`config.mk`:
```
export PLATFORM = sky130hd
export DESIGN_NAME = reg_wb_arbiter
export DESIGN_NICKNAME = d
export VERILOG_FILES = /design/src/rtl/reg_wb_arbiter.sv
export SDC_FILE = /design/constraint.sdc
export NUM_CORES = 1
export LEC_CHECK = 0
export ABC_AREA = 1
export CORE_ASPECT_RATIO = 0.6
export CORE_MARGIN = 1
export CORE_UTILIZATION = 46
export DETAILED_ROUTE_END_ITERATION = 8
export MAX_ROUTING_LAYER = met4
export PLACE_DENSITY = 0.92
export SLEW_MARGIN = 40
export SYNTH_ARGS = -nofsm -noshare
export SYNTH_HDL_FRONTEND = slang
export SYNTH_SLANG_ARGS = --single-unit
```
`constraint.sdc`:
```
create_clock -name clk -period 2.9 [get_ports clk]
set_clock_uncertainty 0.1 [all_clocks]
set_input_delay 0.58 -clock clk [delete_from_list [all_inputs] [get_ports clk]]
set_output_delay 0.58 -clock clk [all_outputs]
set_load 0.05 [all_outputs]
```
`src/rtl/reg_wb_arbiter.sv`:
```
// Two-port register-file writeback arbiter with a pending-write scoreboard and stall counter.
// Define WB_ROUND_ROBIN_EN for round-robin contention; otherwise port 0 has fixed priority.
module reg_wb_arbiter #(
    parameter int REG_FILE_BITS = 5,
    parameter int REG_SIZE      = 64
) (
    input  logic                          clk,
    input  logic                          rst_n,
    input  logic                          req0_valid,
    input  logic [REG_FILE_BITS-1:0]      req0_num,
    input  logic [REG_SIZE-1:0]           req0_data,
    output logic                          req0_ready,
    input  logic                          req1_valid,
    input  logic [REG_FILE_BITS-1:0]      req1_num,
    input  logic [REG_SIZE-1:0]           req1_data,
    output logic                          req1_ready,
    input  logic                          alloc_valid,
    input  logic [REG_FILE_BITS-1:0]      alloc_num,
    output logic                          rf_we,
    output logic [REG_FILE_BITS-1:0]      rf_write_num,
    output logic [REG_SIZE-1:0]           rf_write_data,
    output logic [(1<<REG_FILE_BITS)-1:0] busy,
    output logic [15:0]                   stall_cnt
);
    localparam int REG_FILE_SIZE = 1 << REG_FILE_BITS;

    logic                     rf_we_reg;
    logic [REG_FILE_BITS-1:0] rf_write_num_reg;
    logic [REG_SIZE-1:0]      rf_write_data_reg;
    logic [REG_FILE_SIZE-1:0] busy_reg, busy_next;
    logic [15:0]              stall_cnt_reg, stall_cnt_next;

    logic                     xfer_any;
    logic [REG_FILE_BITS-1:0] win_num;
    logic [REG_SIZE-1:0]      win_data;
    logic                     stall;

`ifdef WB_ROUND_ROBIN_EN
    // last_reg == 1 means port 1 won the most recent transfer.
    logic last_reg, last_next;

    always_comb begin
        req0_ready = req0_valid && (!req1_valid || last_reg);
        req1_ready = req1_valid && (!req0_valid || !last_reg);
        last_next  = last_reg;
        if (req0_ready)
            last_next = 1'b0;
        else if (req1_ready)
            last_next = 1'b1;
    end

    always_ff @(posedge clk or negedge rst_n) begin
        if (!rst_n)
            last_reg <= 1'b1;
        else
            last_reg <= last_next;
    end
`else
    always_comb begin
        req0_ready = req0_valid;
        req1_ready = req1_valid && !req0_valid;
    end
`endif

    assign xfer_any = req0_ready || req1_ready;
    assign win_num  = req0_ready ? req0_num  : req1_num;
    assign win_data = req0_ready ? req0_data : req1_data;
    assign stall    = (req0_valid && !req0_ready) || (req1_valid && !req1_ready);

    // Register 0 is never tracked; an alloc on the same edge as a clear wins.
    assign busy_next[0] = 1'b0;
    generate
        for (genvar gi = 1; gi < REG_FILE_SIZE; gi++) begin : g_busy
            assign busy_next[gi] =
                (alloc_valid && (alloc_num == REG_FILE_BITS'(gi))) ? 1'b1 :
                (xfer_any && (win_num == REG_FILE_BITS'(gi)))      ? 1'b0 :
                busy_reg[gi];
        end
    endgenerate

    assign stall_cnt_next = (stall && (stall_cnt_reg != 16'hFFFF)) ?
                            stall_cnt_reg + 16'd1 : stall_cnt_reg;

    always_ff @(posedge clk or negedge rst_n) begin
        if (!rst_n) begin
            rf_we_reg         <= 1'b0;
            rf_write_num_reg  <= '0;
            rf_write_data_reg <= '0;
            busy_reg          <= '0;
            stall_cnt_reg     <= '0;
        end else begin
            rf_we_reg     <= xfer_any && (win_num != '0);
            busy_reg      <= busy_next;
            stall_cnt_reg <= stall_cnt_next;
            if (xfer_any && (win_num != '0)) begin
                rf_write_num_reg  <= win_num;
                rf_write_data_reg <= win_data;
            end
        end
    end

    assign rf_we         = rf_we_reg;
    assign rf_write_num  = rf_write_num_reg;
    assign rf_write_data = rf_write_data_reg;
    assign busy          = busy_reg;
    assign stall_cnt     = stall_cnt_reg;

endmodule

```
==> flow_summary.toml <==
[drt]
postRouteAntennaNets = 0
wl_per_cell_um = 16.34
drtPass1Iterations = 7
wl_met3_um = 1608
m1WireLength_um = 7937
highest_layer = "met4"
wl_met2_um = 9413
avgViaCountPerCell = 5.266
vias = 6230
finalWirelength_um = 19330
drc_errors = 34
initialDrtViolationCount = 489

[synth]
synth_top_area_cell = "dfrtp_1"
synthesis.area_um2 = 6212
yosys.area.top_type_share_pct = 47.13
syn_nets = 897
yosys_warnings = 0
avgSynthCellArea_um2 = 8.305
synth.distinct_cells = 25
synth_area_leaders = "dfrtp_1 47%, nand2_1 14%, nand3_1 12%, mux2_2 12%, nor2_1 3.2%"
seq_area_frac_synth_pct = 47.13
synthFlopType = "dfrtp_1"
synthArstFlopShare_pct = 100.0
synth_cells = 748
ys_ff_latch = 117
synth_edf_count = 0

[power_and_ir_drop]
p_switching_mw = 2.431
clock_power_share_pct = 32.0
intPower_mw = 3.986
combPwrFrac_pct = 35.8
switching_share_pct = 37.89
power_density_nw_per_um2 = 673.0
vdd_drop_max_mv = 0.5229
cellLeakagePower_nw = 4.338
pwr-share-seq_pct = 32.2

[setup_path]
start_kind = "register"
crit_buf_inv = 1
crit_required_ns = 2.22
crit_path_top_delay_cell = "clkdlybuf4s50_1"
crit_arrival_ns = 1.71
crit_family = "buffers and inverters"
critPathMaxFanout = 6
slowest_delay_ns = 0.85
end_kind = "primary output"
cp_cell_sequence = "clkdlybuf4s50_1"
worstSetupPathType = "reg -> out"

[clocking]
cts_resized = 0
root_buffer = "clkbuf_16"
cts_made_buffers = 17
clock_latency_ns = 0.40
cts_tree = "built"
cts_setup_buffers = 0
clockBufferDepth = 2
htree_num_levels = 4
cts.sinks = 117
cts_hold_buf = 0
path_clk_slew_ns = 0.06

[cells_and_area]
final_cell_mix = "262 x clkdlybuf4s50_1, 231 x nand2_1, 146 x nand3_1"
drive_gt1_share_pct = 12.44
seq_area_um2 = 2928
final_core_util_pct = 73.27
multi_input_area_um2 = 2895
fillers = 963
area_growth_pct = 53.47
layoutNonFillerInstCount = 1183
n_antenna_cell = 0
largest_reg_flops = 64
nets = 1149
layout_commonest_cell = "clkdlybuf4s50_1"

[floorplan]
rows = 32
initial_core_util_pct = 47.74
die_h_um = 92.02
design.die.area_um2 = 13990
core_area_um2 = 13010
io_pins = 268
die_width_um = 152.0

[timing]
post-route-period-util_pct = 82.35
finalHoldViolCount = 0
worst_pin_slew_ns = 0.6803
fmax_ghz = 0.4187
setup_viol = 0
fin_setup_tns_ns = 0
drv_slew = 0
period_needed_ns = 2.388
slew_headroom_pct = 54.65
rsz0062_at_grt = "false"

[placement]
place.gp.congestion = 0.9318
hpwl_um = 14050
place.port_buffers = 266
placed_cells_incl_taps = 1151

[global_routing]
grt_antenna_before_repair = 0
grt.total_usage_pct = 29.11
grt_first_pass_wirelength_um = 31190
grt_pass1_vias = 6200
grt_max_degree = 71
grt-ovfl-total = 0

[status]
status = "complete, but fails checks"
violations = "DRC"

[hold_path]
worstHoldPathType = "in -> async"

[job]
max_cap_viol_count = 0
final cells by class:
type                       count  share of cell area [%]
inverter                      29                   1.142
timing repair buffer         280                   29.45
clock inverter                14                   1.601
clock buffer                  18                   4.501
multi-input combinational    555                   30.37
tap                          170                   2.231
sequential                   117                   30.71
synthesized netlist by cell type (3+ instances only):
| cell type | number |
|---|---|
| xor2_1 | 3 |
| nand2_1 | 231 |
| nand3_1 | 146 |
| xnor2_1 | 4 |
| inv_1 | 28 |
| o21ai_2 | 4 |
| o21ai_0 | 31 |
| buf_4 | 9 |
| clkbuf_1 | 12 |
| buf_6 | 6 |
| nor2_1 | 53 |
| buf_2 | 20 |
| o21ai_1 | 4 |
| mux2_2 | 64 |
| nand4_1 | 5 |
| dfrtp_1 | 117 |
metrics by stage:
stage               setup slack, ns  hold slack [ns]  power, mW  instance area (um^2)
floorplan                    0.4175           0.1844      3.452                  6212
global placement             0.4430           0.3636      4.339                  8952
detailed placement           0.4081           0.3732      4.384                  8952
CTS                          0.5014           0.1279      6.451                  9534
global route                 0.4450           0.1640      6.670                  9534
finish                       0.5118           0.1065      6.417                  9534
power by group through the flow:
stage / logic [mW] / clock network [mW] / registers [mW]
3_5_place_dp: 2.30 / 0 / 2.09
4_1_cts: 2.31 / 2.08 / 2.06
5_1_grt: 2.41 / 2.17 / 2.10
2_1_floorplan: 0.489 / 0 / 2.96
6_report: 2.29 / 2.06 / 2.07
3_3_place_gp: 2.26 / 0 / 2.08
final timing paths:
path | cells past startpoint | startpoint | endpoint | slack [ns]
max reg2reg | 7 | stall_cnt[0] | stall_cnt[15] | 0.89
max | 1 | stall_cnt[13] | stall_cnt[13] | 0.51
min | 1 | rst_n | busy[21] | 0.11
max in group asynchronous | 2 | rst_n | busy[30] | 1.85
min in group clk | 2 | busy[15] | busy[15] | 0.39
min reg2reg | 2 | busy[15] | busy[15] | 0.39
per-layer routing:
layer	global-route usage (%)	vias to the layer above
met2	49.07	311
met3	6.522	38
li1	-	2960
met1	34.86	2921
met4	9.864	0
met5	-	-
logic make-up (layout without fill, tap and decap cells):
| group | count (synthesis) | in the layout | synth area share, % |
|---|---|---|---|
| and+or+nand+nor | 443 | 443 | 30.37 |
| DFF | 117 | 117 | 47.13 |
| buffers and inverters | 76 | 341 | 6.264 |
| muxes | 64 | 64 | 11.60 |
| AOI/OAI and AO/OA | 39 | 39 | 3.384 |
| xor gates and xnor gates | 7 | 7 | 0.9869 |
| adders and majority gates | 1 | 1 | 0.2014 |
| other | 1 | 1 | 0.06037 |
Note: power is estimated with default switching activity, not from simulation.
==> patch: new RTL, same flow settings <==
Add a define of `WB_ROUND_ROBIN_EN`.
--- a/src/rtl/reg_wb_arbiter.sv
+++ b/src/rtl/reg_wb_arbiter.sv
@@ -1,5 +1,7 @@
 // Two-port register-file writeback arbiter with a pending-write scoreboard and stall counter.
 // Define WB_ROUND_ROBIN_EN for round-robin contention; otherwise port 0 has fixed priority.
+`define WB_ROUND_ROBIN_EN
+
 module reg_wb_arbiter #(
     parameter int REG_FILE_BITS = 5,
     parameter int REG_SIZE      = 64
Formal check against the unedited RTL: not equivalent (a bounded check fails within 4 cycles, from zero or initial values and one cycle with rst_n low).
==> patch against the unedited design <==
  * Final area rose by 4.9%
  * Clock power rose by 21%
  * Worst setup slack got worse by 0.17 ns
  * Sequential cell count rose by 1
  * Non-clock buffer count rose by 6
  * Wire length rose by 5.7%
  * Area after synthesis rose by 4.4%
  * Utilization fell by 0.30 points
  * Power rose by 19%
  * Final cell count rose by 13%
  * Global-route usage rose by 0.68 points
  * Largest cell class is now multi-input combinational cells
  * Largest power group unchanged
  * Highest routed layer unchanged
==> patch: results (changes against the unedited design) <==
status: "finished, final reports clean"  # was complete, but fails checks
arrival_ns: 1.87  # was 1.71 ns
htreeDepth: 4  # unchanged
ys_seq_area_share_pct: 45.5  # was 47.1%
cts.path.max_buffers: 2  # unchanged
grt_max_degree: 65  # was 71
cts_inserted_buffers: 17  # unchanged
mappedNetlistNets: 1026  # was 897
wl_mm: 20.4  # was 19.3 mm
worstMarginPinSlew_ns: 0.643  # was 0.680 ns
ir_worst_vdd_uv: 394  # was 523 µV
largest_reg_flops: 64  # unchanged
grt_usage_pct: 29.8  # was 29.1%
first_pass_iters: 6  # was 7
synth_cell_types: 30  # was 25
netlist_top_cells_area: "dfrtp_1 45%, nand2_1 25%, nand3_1 11%, nand3_2 4.6%, buf_2 1.9%"  # was dfrtp_1 47%, nand2_1 14%, nand3_1 12%, mux2_2 12%, nor2_1 3.2%
yosys_warnings: 0  # unchanged
dp_hpwl_mm: 15.2  # was 14.0 mm
nFillCells: 1047  # was 963
whs_ns: 0.0532  # was 0.106 ns
vias_per_cell: 5.11  # was 5.27
postPlaceCellArea_um2: 9300  # was 8950 µm²
switching_share_pct: 38.1  # was 37.9%
path_clk_slew_ns: 0.06  # about the same
r2r_setup_slack_ns: 0.83  # was 0.89 ns
cts_root_buffer: "clkbuf_16"  # unchanged
drive_above_1_share_pct: 9.26  # was 12.4%
layout.nets: 1281  # was 1,149
ys_top_cells_by_count: "424 x nand2_1, 147 x nand3_1, 117 x dfrtp_1"  # was 231 x nand2_1, 146 x nand3_1, 117 x dfrtp_1
fin_crit_ns: 2.55  # was 2.39 ns
grt_pass1_vias: 6760  # was 6,200
leakage_nw: 4.85  # was 4.34 nW
place_congestion: 0.904  # was 0.932
grt_pass1_wl_mm: 32.8  # was 31.2 mm
drt_iter0_markers: 470  # was 489
crit_fanout: 10  # was 6
dp_slack_ns: 0.134  # was 0.408 ns
io_buffers: 266  # unchanged
hold_class: "primary input to async pin"  # unchanged
antenna_found_initial: 1  # was 0
patch: critical path, cell delays in order:
cell             delay (ns)
clkdlybuf4s50_1        0.60
nor2_1                 0.39
nor2_1                 0.10
buf_4                  0.21
patch: kinds of logic after synthesis:
group	after synthesis	share of synthesized area (%)
simple gates	658	45.5
fa+ha+maj	1	0.193
xor+xnor	10	1.35
flops	118	45.5
buf+inv	77	6.39
other cells	1	0.0578
compound gates	12	0.984
patch: per-stage QoR:
stage	std cells	util, %
after global placement	1305	67.8
after detailed placement	1305	67.8
after global routing	1338	73.0
after floorplan	877	-
final	1338	73.0
after CTS	1337	73.0
patch: path summary, 6_finish.rpt:
check | start | endpoint | cells after the start
hold reg to reg | busy[22] | busy[22] | 2
setup / recovery | req0_valid | req1_ready | 4
hold / removal | rst_n | stall_cnt[5] | 1
min in group clk | busy[22] | busy[22] | 2
setup reg to reg | stall_cnt[0] | stall_cnt[3] | 8
max in group asynchronous | rst_n | rf_write_num[2] | 2
patch: final cells by class:
class | count | area (µm²) | share of cell area (%)
tap | 192 | 240 | 2.40
clock buffer | 20 | 457 | 4.57
inverter | 27 | 101 | 1.01
multi-input combinational | 682 | 3120 | 31.2
sequential | 118 | 2950 | 29.5
antenna | 1 | 2.50 | 0.0250
clock inverter | 12 | 248 | 2.48
timing repair buffer | 286 | 2880 | 28.8
patch: power groups by stage:
stage               Combinational, mW  Clock (mW)  Sequential [mW]
floorplan                       0.689           0             3.30
global placement                 2.87           0             2.20
detailed placement               2.92           0             2.21
CTS                              2.93        2.53             2.19
global route                     3.10        2.60             2.23
finish                           2.92        2.50             2.19
patch: routing by layer:
metal / share of wire (%) / GRT usage (%)
met1: 42 / 36.4
met2: 46 / 47.9
met3: 9.9 / 8.35
met4: 2.2 / 10.4
met5: 0 / -
